==> src/rtl/updown_scheduler.sv <==
// Two-requester up/down/load/clear counter with round-robin arbitration.
// Each accepted command spends one cycle in EXEC before it updates the counter.
module updown_scheduler #(
  parameter int unsigned WIDTH       = 32,
  parameter logic [63:0] RESET_VALUE = 64'd0
) (
  input  logic             clock,
  input  logic             reset,
  input  logic             req0_valid,
  input  logic [1:0]       req0_op,
  input  logic [WIDTH-1:0] req0_data,
  output logic             req0_ready,
  output logic             req0_done,
  input  logic             req1_valid,
  input  logic [1:0]       req1_op,
  input  logic [WIDTH-1:0] req1_data,
  output logic             req1_ready,
  output logic             req1_done,
  output logic [WIDTH-1:0] value,
  output logic             wrap,
  output logic             grant_id
);

  localparam logic [WIDTH-1:0] RstVal = RESET_VALUE[WIDTH-1:0];
  localparam logic [WIDTH-1:0] One    = {{(WIDTH-1){1'b0}}, 1'b1};

  typedef enum logic {StIdle, StExec} state_e;

  state_e           state_q, state_d;
  logic             ptr_q;
  logic             grant_q;
  logic [1:0]       op_q;
  logic [WIDTH-1:0] data_q;
  logic [WIDTH-1:0] value_q, value_d;
  logic             wrap_q, wrap_d;
  logic             done0_q, done1_q;
  logic             grant;
  logic             accept;
  logic [1:0]       sel_op;
  logic [WIDTH-1:0] sel_data;

  // Arbitration and handshake; ready is held low while reset is asserted.
  always_comb begin
    state_d    = state_q;
    grant      = 1'b0;
    accept     = 1'b0;
    req0_ready = 1'b0;
    req1_ready = 1'b0;
    unique case (state_q)
      StIdle: begin
        if (req0_valid && req1_valid) grant = ptr_q;
        else                          grant = req1_valid;
        accept     = (req0_valid | req1_valid) & ~reset;
        req0_ready = accept & ~grant;
        req1_ready = accept & grant;
        if (accept) state_d = StExec;
      end
      StExec:  state_d = StIdle;
      default: state_d = StIdle;
    endcase
  end

  assign sel_op   = grant ? req1_op : req0_op;
  assign sel_data = grant ? req1_data : req0_data;

  always_comb begin
    value_d = value_q;
    wrap_d  = 1'b0;
    unique case (op_q)
      2'b00: begin
        value_d = value_q + One;
        wrap_d  = &value_q;
      end
      2'b01: begin
        value_d = value_q - One;
        wrap_d  = ~|value_q;
      end
      2'b10:   value_d = data_q;
      default: value_d = '0;
    endcase
  end

  always_ff @(posedge clock or posedge reset) begin
    if (reset) begin
      state_q <= StIdle;
      ptr_q   <= 1'b0;
      grant_q <= 1'b0;
      op_q    <= 2'b00;
      data_q  <= '0;
      value_q <= RstVal;
      wrap_q  <= 1'b0;
      done0_q <= 1'b0;
      done1_q <= 1'b0;
    end else begin
      state_q <= state_d;
      wrap_q  <= 1'b0;
      done0_q <= 1'b0;
      done1_q <= 1'b0;
      if (state_q == StIdle && accept) begin
        op_q    <= sel_op;
        data_q  <= sel_data;
        grant_q <= grant;
        ptr_q   <= ~grant;
      end
      if (state_q == StExec) begin
        value_q <= value_d;
        wrap_q  <= wrap_d;
        done0_q <= ~grant_q;
        done1_q <= grant_q;
      end
    end
  end

  assign value     = value_q;
  assign wrap      = wrap_q;
  assign req0_done = done0_q;
  assign req1_done = done1_q;
  assign grant_id  = grant_q;

endmodule

==> config.mk <==
export PLATFORM = sky130hd
export DESIGN_NAME = updown_scheduler
export DESIGN_NICKNAME = d
export VERILOG_FILES = /design/src/rtl/updown_scheduler.sv
export SDC_FILE = /design/constraint.sdc
export NUM_CORES = 1
export LEC_CHECK = 0
export BUFFER_PORTS_ARGS = -buffer_cell sky130_fd_sc_hd__buf_2
export CAP_MARGIN = 25
export CORE_MARGIN = 2
export CORE_UTILIZATION = 44
export CTS_CLUSTER_DIAMETER = 120
export DETAILED_ROUTE_END_ITERATION = 10
export HOLD_SLACK_MARGIN = 0.06
export PLACE_DENSITY = 0.66
export SYNTH_ARGS = -nofsm -noshare
export SYNTH_HDL_FRONTEND = slang
export SYNTH_SLANG_ARGS = --single-unit
==> constraint.sdc <==
create_clock -name clock -period 4.3 [get_ports clock]
set_input_delay 0.86 -clock clock [delete_from_list [all_inputs] [get_ports clock]]
set_output_delay 0.86 -clock clock [all_outputs]
set_load 0.01 [all_outputs]
* Word-level counts from Yosys, hierarchy flattened
Index checks and enable logic that the tools add are counted.
** Storage, ports and cells
- Flip-flop bits (word level) :: 72
- Input bits :: 72
- Output and inout port bits :: 38
** Operators by class
- Add/sub/neg operators :: 2
- Eq/ne operators :: 2
- Muxes and demuxes :: 15
- Bitwise gates (word level) :: 9
- Reduce and logical (&&, ||, !) cells :: 6
** Operator list (count)
- $pmux 32 s3 :: 1
- $add 32x1->32 const B :: 1
- $mux 32 :: 1
- $reduce_and 32->1 :: 1
- $reduce_or 32->1 :: 1
- $sub 32x1->32 const B :: 1
- $mux 1 :: 10
- $not 1->1 :: 5
- $pmux 1 s2 :: 2
- $and 1x1->1 :: 3
- $eq 2x1->1 const B :: 1
- $eq 2x2->1 const B :: 1
- $logic_and 1x1->1 :: 2
- $logic_not 2->1 :: 1
- $mux 2 :: 1
- $logic_not 1->1 :: 1
- $or 1x1->1 :: 1

* Longest topological paths before layout
- Word-level depth :: 6
- Mapped depth :: 16
- Depth with buffers taken out :: 11

* Least setup slack after synthesis
OpenSTA, ideal clock, no wires.
- Path type :: reg-to-reg
- Start point :: register op_q[1]
- End point :: register value_q[28] (netlist: value[28])
- Library setup time :: 0.128 ns
- Arrival time :: 3.168 ns
- Required time :: 4.172 ns
- Slack :: 1.004 ns
- Cell stages (with the launch flop) :: 17
- Buffers on the path :: 5
- Period minus slack after synthesis :: 3.296 ns
- Cells stage by stage :: dfrtp_1 > nand2b_2 > buf_6 > buf_2 > buf_6 > buf_4 > xnor2_1 > ha_1 > or3_1 > a21oi_1 > nor4bb_1 > clkbuf_2 > o41ai_2 > a22oi_2 > xnor2_1 > mux2i_1 > o21ai_1
** Between the ends
- Longest elaborated chain between the ends :: 2
** Ends and longest elaborated chain
- start, declared :: line 32 : logic [1:0] op_q;
- start signal, assigned :: line 100 : op_q <= sel_op;
- $eq 2x2->1 (tied with other cells) :: line 69 : unique case (op_q)
- $pmux 32 s3 (*) :: line 69
- end signal, assigned :: line 90 : value_q <= RstVal;
- end signal, assigned :: line 106 : value_q <= value_d;
- end, declared :: line 34 : logic [WIDTH-1:0] value_q, value_d;
Mark *: on every way between the ends. The rest lies on a longest branch, timed or not.
A chain may end at the register's enable or synchronous reset.

* Worst setup path after layout
- Start point :: input port req0_valid
- End point :: output port req0_ready
** Between the ends
- Longest elaborated chain between the ends :: 6
** Ends and longest elaborated chain
- start, declared :: line 9 : input logic req0_valid,
- $logic_and 1x1->1 :: line 51 : if (req0_valid && req1_valid) grant = ptr_q;
- $mux 1 :: line 51
- $mux 1 :: line 49 : unique case (state_q)
- $not 1->1 :: line 54 : req0_ready = accept & ~grant;
- $and 1x1->1 (*) :: line 54
- $mux 1 (*) :: line 49
- end, declared :: line 12 : output logic req0_ready,
Mark *: on every way between the ends. The rest lies on a longest branch, timed or not. The select of a mux whose other input is x is not followed.

==> results by group <==
Critical path
  • CP endpoint kind: primary output
  • Crit Path Class: input pin to primary output
  • Critical-path cell list: buf_2 -> inv_1 -> o21ai_0 -> buf_4 -> and2_1 -> buf_2
  • CP startpoint: req0_valid
  • Crit start category: input pin
  • Worst r2r src: op_q[1]$_DFFE_PP0P_
  • CP top delay family: simple AND/OR/NAND/NOR gates
  • Crit path depth: 6
  • CP most frequent cell: buf_2
  • R2R Path End: value[28]$_DFFE_PP0P_
  • Worst Reg-to-Reg Cells: 12
  • Setup slack, reg-to-reg: between 1 and 1.5 ns
  • Buf+Inv Stages, Crit Path: 4
  • Crit path to: req0_ready
  • Crit path largest cell delay: 0.75 ns
  • Max FO, Critical Path: 25
  • Arr. time, crit path: ~2.3 ns
  • CP max-delay cell: and2_1
  • Worst EP required: around 3.4 ns

Detailed routing
  • DRT antenna net count: 0
  • WL final: about 17,000 microns
  • DRC viols: 0
  • DR iter-0 viols: 573
  • DR WL/cell: 19.3 microns
  • 1st-pass router iterations: 7
  • Vias per std cell: 6.11
  • Vias post-DR: 5,385

Logic synthesis
  • Cell with the most instances after synthesis: dfrtp_1
  • Commonest cells in the netlist: 72 x dfrtp_1, 54 x nand2_1, 53 x a21oi_1
  • Library cells used by synthesis: between 70 and 80
  • Synthesized Nets: about 740
  • Share of synthesized registers carrying an async set or reset: 1.00
  • Synth area leader: dfrtp_1
  • Post-synthesis sequential area ratio: 0.338
  • Synth Register Bits: 72
  • Synth top area share: 0.338
  • Yosys warns: 0
  • Prevailing post-synth register cell: dfrtp_1
  • Avg Synthesized Cell Area: about 8.0 sq um
  • Post-Syn Area: 0.00534 sq mm
  • Post-synth EDFFs: 0
  • Leading post-synthesis cells by cell area: dfrtp_1 34%, a21oi_1 5.0%, o21ai_0 4.9%
  • Gate Count Post-Synth: 664

Final layout
  • Fin nets: 805
  • Antenna diode instance count: 0
  • Layout cell share with drive strength beyond 1: 0.221
  • Area Growth Syn to Fin: 15.7%
  • Area of the multi-input gates: approximately 0.0031 sq mm
  • Number of fillers in the final layout: between 1,000 and 1,500
  • Storage element area: roughly 0.0018 sq mm
  • Finished Layout Cells: just under 900

Placed design
  • Post-detail-place hpwl: between 10,000 and 15,000 microns
  • IO Port Bufs: between 100 and 150
  • DP Cell Count: about 860
  • RD Place Congestion: around 0.96

Power
  • Leakage: 0.00271 uW
  • PD cells: 624 mW/mm^2
  • Share of power burned in combinational logic: 0.422
  • Sw Ratio: 0.469
  • Clk network pwr share: 0.199
  • Max VDD drop: ~270 uV
  • P_int: roughly 2000 uW
  • Sequential share of power: 0.379
  • Design Power: 3850 uW
  • Psw: about 1800 uW

Die
  • Die height: ~110 microns
  • Die ar.: roughly 0.013 sq mm
  • Floorplan row count: 40
  • Top-level I/O count: 110
  • Placeable core region: 0.0119 sq mm
  • Starting Density: 0.448
  • Die width: about 110 microns

Clocking
  • Hold_buf cts: 0
  • Post-CTS setup buffers: 0
  • TritonCTS buffer count: 9
  • CTS Root Cell: clkbuf_16
  • Post_cts resized: 0
  • H-tree depth: 3
  • CTS Sinks: between 70 and 80
  • Worst skew pair latency: 0.34 ns
  • Max clock buf depth: 2
  • CTS tree: built
  • Clock transition at the registers of the reported paths: 0.06 ns

Timing
  • Slew margin rel.: 0.364
  • RSZ-0062 raised after global routing: false
  • Minimum clock period: 3.18 ns
  • Max Clk Rate: about 310 MHz
  • Hold Violations, Final: 0
  • Period Utilization, post-route: 0.738
  • Final slew viol count: 0
  • # setup viols final: 0
  • Worst Max-Slew Pin Slew: 0.954 ns
  • Layout Skew: 0.00966 ns
  • Setup TNS: 0 ns

Global routing
  • Vias in the first global route: just over 5,000
  • Global Route Usage Sum: 0.267
  • Initial antenna violation count: 0
  • Largest net degree at the start of global routing: 73
  • First-pass GRT wire length: between 20,000 and 30,000 microns
  • Grt ovf: 0

Status
  • Status: complete, no violations

Worst hold path
  • Hold/Removal Path Class: register to register

Run
  • Max Cap Violations: 0
[stage by stage]
step           setup WS [ns]   util  instance area, sq um  hold WS (ns)
2_1_floorplan           1.00      -                  5340         0.444
3_3_place_gp           0.951  0.490                  5840         0.456
3_5_place_dp           0.874  0.490                  5840         0.461
4_1_cts                0.852  0.515                  6140         0.474
5_1_grt                0.976  0.518                  6180         0.490
6_report                1.12  0.518                  6180         0.472
[power groups by stage]
| stage | clock (uW) | sequential, uW | combinational [uW] |
|---|---|---|---|
| finish | 766 | 1460 | 1630 |
| global route | 814 | 1500 | 1800 |
| CTS | 775 | 1430 | 1610 |
| detailed placement | 0 | 1440 | 1600 |
| global placement | 0 | 1430 | 1590 |
| floorplan | 0 | 1120 | 1400 |
[cell families after synthesis]
group | after synthesis | share of synthesized area
buffers and inverters | 103 | 0.0842
and+or+nand+nor | 238 | 0.239
DFF | 72 | 0.338
xor gates and xnor gates | 23 | 0.0377
muxes | 26 | 0.0490
AOI/OAI and AO/OA | 199 | 0.246
adders and majority gates | 3 | 0.00703
[worst register-to-register path: cells and delay by family (launching register included)]
kind            cells  cell delay [ns]
compound gates      4             0.79
xor+xnor            2             0.42
fa+ha+maj           1             0.28
buf+inv             1             0.17
flops               1             0.37
mux                 1             0.23
simple gates        3             0.74
[routing by layer]
| layer | up-vias | track usage | part of all wire | wire (microns) |
|---|---|---|---|---|
| met2 | 250 | 0.410 | 0.45 | 7690 |
| met5 | - | 0 | 0 | 0 |
| li1 | 2561 | - | - | - |
| met1 | 2543 | 0.373 | 0.45 | 7610 |
| met4 | 0 | 0.118 | 0.027 | 467 |
| met3 | 31 | 0.0413 | 0.072 | 1220 |
[worst min path at each step]
stage	depth (start not counted)	endpoint	slack (ns)	startpoint
final	1	ptr_q$_DFFE_PP0P_	0.47	ptr_q$_DFFE_PP0P_
after global routing	3	req0_done$_DFF_PP0_	0.49	reset
after CTS	1	ptr_q$_DFFE_PP0P_	0.47	ptr_q$_DFFE_PP0P_
after detailed placement	1	ptr_q$_DFFE_PP0P_	0.46	ptr_q$_DFFE_PP0P_
after global placement	1	ptr_q$_DFFE_PP0P_	0.46	ptr_q$_DFFE_PP0P_
after floorplan	1	ptr_q$_DFFE_PP0P_	0.44	ptr_q$_DFFE_PP0P_
[area by class of cell]
type                       count  area share
clock buffer                  11      0.0393
sequential                    72       0.292
clock inverter                 4     0.00891
multi-input combinational    489       0.501
tap                          147      0.0298
timing repair buffer         122       0.107
inverter                      36      0.0219
[placed cells by master (no fill, tap or decap), types with 14 or more instances in the layout]
master / instances
buf_2: 110
a222oi_1: 23
a21oi_1: 53
nor2b_1: 32
nor2_1: 42
o21ai_0: 51
nor4_1: 14
mux2i_1: 25
nor3_1: 17
nand3_1: 19
inv_1: 34
xnor2_1: 22
dfrtp_1: 71
nand2_1: 54
(Power assumes the default switching activity.)
